[src/rtl/background_scaler.sv]
// background_scaler: maps the 640x480 raster onto a SRC_W x SRC_H texel ROM with add/compare accumulators and registers the palette colour.
// Optional feature: define BG_SCROLL_EN to add input scroll_x, a per-frame horizontal texel offset.
module background_scaler #(
  parameter int SRC_W = 640,
  parameter int SRC_H = 480,
  parameter int IDX_BITS = 1,
  parameter int ADDR_BITS = 19
) (
  input  logic                 vga_clk,
  input  logic                 reset,
  input  logic [9:0]           DrawX,
  input  logic [9:0]           DrawY,
  input  logic                 blank,
`ifdef BG_SCROLL_EN
  input  logic [9:0]           scroll_x,
`endif
  output logic [ADDR_BITS-1:0] rom_address,
  input  logic [IDX_BITS-1:0]  rom_q,
  output logic [IDX_BITS-1:0]  pal_index,
  input  logic [3:0]           pal_red,
  input  logic [3:0]           pal_green,
  input  logic [3:0]           pal_blue,
  output logic [3:0]           red,
  output logic [3:0]           green,
  output logic [3:0]           blue,
  output logic                 sync_err
);
  localparam logic [10:0] W = 11'(SRC_W);
  localparam logic [10:0] H = 11'(SRC_H);
  logic [9:0] xacc, xacc_n, sx, sx_n, prev_x, prev_y, prev_y_n, col;
  logic [8:0] yacc, yacc_n, sy, sy_n;
  logic [10:0] xsum, ysum;
  logic [ADDR_BITS-1:0] row_base, row_base_n;
  logic x_valid, restart, step_x, step_y, x_wrap, y_wrap;
  logic [1:0] blank_d;
  assign pal_index = rom_q;
  assign restart = DrawX == 10'd0 && DrawY == 10'd0;
  // Columns past 639 (or a repeated 639) never step, so the state holds until DrawX returns to 0.
  assign step_x = DrawX != 10'd0 && DrawX < 10'd640 && prev_x < 10'd639;
  // prev_y is the row the y accumulators represent; it normally advances at DrawX==0, and after a
  // mid-frame reset it catches up one row per cycle so the following line is addressed correctly.
  assign step_y = !restart && DrawY > prev_y && DrawY < 10'd480;
  assign xsum = {1'b0, xacc} + W;
  assign ysum = {2'b0, yacc} + H;
  assign x_wrap = xsum >= 11'd640;
  assign y_wrap = ysum >= 11'd480;
`ifdef BG_SCROLL_EN
  logic [9:0] scroll, scroll_n;
  logic [10:0] csum;
  assign scroll_n = restart ? ({1'b0, scroll_x} < W ? scroll_x : 10'd0) : scroll;
  assign csum = {1'b0, sx_n} + {1'b0, scroll_n};
  assign col = csum >= W ? 10'(csum - W) : csum[9:0];
`else
  assign col = sx_n;
`endif
  // Next accumulator state for the pixel currently on DrawX/DrawY.
  always_comb begin
    xacc_n = DrawX == 10'd0 ? 10'd0 : step_x ? (x_wrap ? 10'(xsum - 11'd640) : xsum[9:0]) : xacc;
    sx_n = DrawX == 10'd0 ? 10'd0 : step_x && x_wrap ? sx + 10'd1 : sx;
    yacc_n = restart ? 9'd0 : step_y ? (y_wrap ? 9'(ysum - 11'd480) : ysum[8:0]) : yacc;
    sy_n = restart ? 9'd0 : step_y && y_wrap ? sy + 9'd1 : sy;
    row_base_n = restart ? '0 : step_y && y_wrap ? row_base + ADDR_BITS'(SRC_W) : row_base;
    prev_y_n = restart ? 10'd0 : step_y ? prev_y + 10'd1 : prev_y;
  end
  // Accumulator registers and the registered ROM address.
  always_ff @(posedge vga_clk or posedge reset) begin
    if (reset) begin
      xacc <= '0;
      sx <= '0;
      yacc <= '0;
      sy <= '0;
      row_base <= '0;
      prev_y <= '0;
      rom_address <= '0;
`ifdef BG_SCROLL_EN
      scroll <= '0;
`endif
    end else begin
      xacc <= xacc_n;
      sx <= sx_n;
      yacc <= yacc_n;
      sy <= sy_n;
      row_base <= row_base_n;
      prev_y <= prev_y_n;
      rom_address <= row_base_n + ADDR_BITS'(col);
`ifdef BG_SCROLL_EN
      scroll <= scroll_n;
`endif
    end
  end
  // Sticky DrawX sequence check; the first sample after reset has no predecessor to compare.
  always_ff @(posedge vga_clk or posedge reset) begin
    if (reset) begin
      prev_x <= '0;
      x_valid <= 1'b0;
      sync_err <= 1'b0;
    end else begin
      prev_x <= DrawX;
      x_valid <= 1'b1;
      if (x_valid && DrawX != 10'd0 && DrawX != prev_x + 10'd1) sync_err <= 1'b1;
    end
  end
  // Blank travels two stages so it gates the colour register together with the ROM/palette data.
  always_ff @(posedge vga_clk or posedge reset) begin
    if (reset) begin
      blank_d <= '0;
      red <= '0;
      green <= '0;
      blue <= '0;
    end else begin
      blank_d <= {blank_d[0], blank};
      red <= blank_d[1] ? pal_red : 4'd0;
      green <= blank_d[1] ? pal_green : 4'd0;
      blue <= blank_d[1] ? pal_blue : 4'd0;
    end
  end
endmodule

[config.mk]
export PLATFORM = sky130hd
export DESIGN_NAME = background_scaler
export DESIGN_NICKNAME = d
export VERILOG_FILES = /design/src/rtl/background_scaler.sv
export SDC_FILE = /design/constraint.sdc
export NUM_CORES = 1
export LEC_CHECK = 0
export CAP_MARGIN = 20
export CORE_MARGIN = 3
export CORE_UTILIZATION = 38
export CTS_CLUSTER_DIAMETER = 50
export DETAILED_ROUTE_END_ITERATION = 12
export HOLD_SLACK_MARGIN = 0.08
export PLACE_DENSITY_LB_ADDON = 0.25
export SYNTH_ARGS = -nofsm -noshare
export SYNTH_HDL_FRONTEND = slang
export SYNTH_SLANG_ARGS = --single-unit
[constraint.sdc]
create_clock -name vga_clk -period 3.7 [get_ports vga_clk]
set_input_delay 0.37 -clock vga_clk [delete_from_list [all_inputs] [get_ports vga_clk]]
set_output_delay 0.37 -clock vga_clk [all_outputs]
set_load 0.01 [all_outputs]
==> results.cfg <==
[synth]
ys.flop_type = dfrtp_1
postSynthAreaPerCell_sq_um = 10.3
yosys.cell_types.count = 58
synth_edf_count = 0
synth_commonest_cells = 91 x dfrtp_1, 45 x nor2_1, 37 x xnor2_1
yosysTopAreaCell = dfrtp_1
synth_nets = 519
postSynth.asyncResetShare = 1.00
yosysTopAreaCellShare = 0.486
syn_inst = 456
synth_area_leaders = dfrtp_1 49%, ha_1 6.9%, xnor2_1 6.9%, nor2_1 3.6%, and2_1 3.5%
syn-cell-area_sq_um = 4690
yosys_warnings = 0
synth-seq-cells = 91
ys_seq_area_frac = 0.486
synth_most_common_cell = dfrtp_1

[cts]
h-tree-depth = 3
cts_hold_buf = 0
cts_sinks = 91
clock_latency_ps = 340
cts_made_buffers = 9
clockBufferDepth = 2
cts_root_buffer = clkbuf_16
clkTransAtPathRegs_ps = 70
cts_tree = yes

[placed_design]
place_area_sq_um = 6130
port_buffers = 66
gp_congestion = 0.845
pre_cts_slack_ps = -471
dp_hpwl_mm = 7.91

[status]
outcome = complete, no violations

[timing]
rsz0062_at_grt = true
holdWs_ps = 272
setup_ws_ps = 93.9
setup_violations = 0
drv_slew = 0
max_freq_mhz = 277
layout_worst_path_cycle_share = 0.975
skew_ps = 5.70
min_period_ps = 3610
hold_violations = 0

[route]
ant_nets = 0
firstDrtPassIters = 4
avgViaCountPerCell = 5.00
drt_iter0_markers = 141
drc = 0
wl_mm = 10.5
wire_per_inst_microns = 13.9
dr_total_vias = 3776

[cells_and_area]
diodes = 0
drive_gt1_frac = 0.240
multiInputGateArea_sq_um = 2450
ff_latch_area_sq_um = 2280
fin_area_sq_um = 6660
area_growth_pct = 42.2
layout.nets = 670
n_fill_cell = 1000

[floorplanning]
dieHeight_microns = 117
io_pins = 69
core_area_sq_um = 11700
die_area_sq_um = 13700
rows = 39
die_w_microns = 117
floorplan.initialDensity = 0.400

[global_routing]
grt-ovfl-total = 0
grt_antenna_before_repair = 0
grt_use_total = 0.163
grt_pass1_vias = 3883
grt_max_degree = 38
grt_pass1_wl_mm = 17.6

[critical_path]
cp_max_fo = 5
critPathLaunchType = flip-flop
crit_required_ps = 3960
crit_path_end_kind = flip-flop
worstPathArrival_ps = 3870
critPathKind = reg2reg

[pwr]
cellPowerDensity_nw_per_um2 = 588
vdd_drop_max_uv = 306
p_leak_nw = 3.10

[job]
cap_violations = 0

[hold_path]
hold_path.class = in2reg
[logic make-up after synthesis]
| family | count (synthesis) | synth area share |
|---|---|---|
| compound gates | 71 | 0.106 |
| xor+xnor | 51 | 0.0953 |
| fa+ha+maj | 27 | 0.0737 |
| buf+inv | 36 | 0.0315 |
| flops | 91 | 0.486 |
| mux | 4 | 0.00855 |
| other cells | 1 | 0.000800 |
| simple gates | 175 | 0.198 |
[routing by layer]
| metal | part of all wire | routed length, microns | GRT usage |
|---|---|---|---|
| met1 | 0.44 | 4620 | 0.197 |
| met2 | 0.50 | 5280 | 0.286 |
| met3 | 0.044 | 464 | 0.0422 |
| met4 | 0.013 | 133 | 0.0505 |
| met5 | 0 | 0 | 0 |
[worst paths after layout]
kind | startpoint | end | slack, ps | depth (start not counted)
setup / recovery | prev_x[1] | rom_address[12] | 90 | 17
hold / removal | DrawX[3] | prev_x[3] | 270 | 2
setup reg to reg | prev_x[1] | rom_address[12] | 90 | 17
hold reg to reg | blank_d[0] | blank_d[1] | 350 | 0
max in group asynchronous | reset | row_base[7] | 2600 | 3
min in group asynchronous | reset | row_base[1] | 330 | 2
[cell usage in the layout, fill, tap and decap left out, types with 13 or more instances in the layout]
cell             synthesis  layout
xor2_1                  14      14
and2_1                  26      24
buf_4                    2      85
dfrtp_1                 91      91
nand3_1                 19      19
nand2_1                 31      29
ha_1                    26      23
nor2_1                  45      40
xnor2_1                 37      36
clkdlybuf4s50_1          0      55
inv_1                   25      24
a21oi_1                 15      13
[repair_timing]
action	CTS	global route
buffers inserted	1	7
cloned	0	0
pin swaps	4	26
resized for setup	4	33
setup endpoints to repair	10	11
[critical path, stage by stage (launching register included)]
cell and delay (ps):
dfrtp_1 390, ha_2 210, nand2_4 80, o311ai_4 120
a2111oi_4 420, buf_4 190, xnor2_2 120, nor2_2 80
ha_4 170, fa_2 380, a21o_1 190, a21oi_2 150
nor2b_1 60, o21a_1 200, o41ai_4 380, o21ai_4 140
nand4_1 120, xnor2_1 120
[where the power goes]
part           leakage [nW]  total, W  internal (W)  switching, W
sequential             1.14   0.00144       0.00124      0.000200
combinational          1.80   0.00141      0.000725      0.000689
clock                 0.163   0.00106      0.000665      0.000400
[per-stage QoR]
step,setup TNS (ps),total power [W],utilization,std cells
final,0,0.00392,0.569,755
after global placement,-3680,0.00280,0.523,732
after detailed placement,-4360,0.00285,0.523,732
after CTS,0,0.00394,0.556,749
after floorplan,-12.6,0.00226,-,456
after global routing,-432,0.00419,0.569,755
[flip-flops by register name (all words and copies together) (netlist names)]
name and flops:
blank_d 2, blue 4, green 4, prev_x 10
prev_y 10, red 4, rom_address 19, row_base 19
sx 10, sync_err 1, x_valid 1, xacc 3
yacc 4
[final cells by class]
class                   instances  share of cell area
multi-input cells             329               0.367
flip-flops and latches         91               0.342
repair buffers                151               0.198
clock buffers                   9              0.0338
well taps                     143              0.0268
clock inverters                 7              0.0184
inverters                      25              0.0143
(Power assumes the default switching activity.)
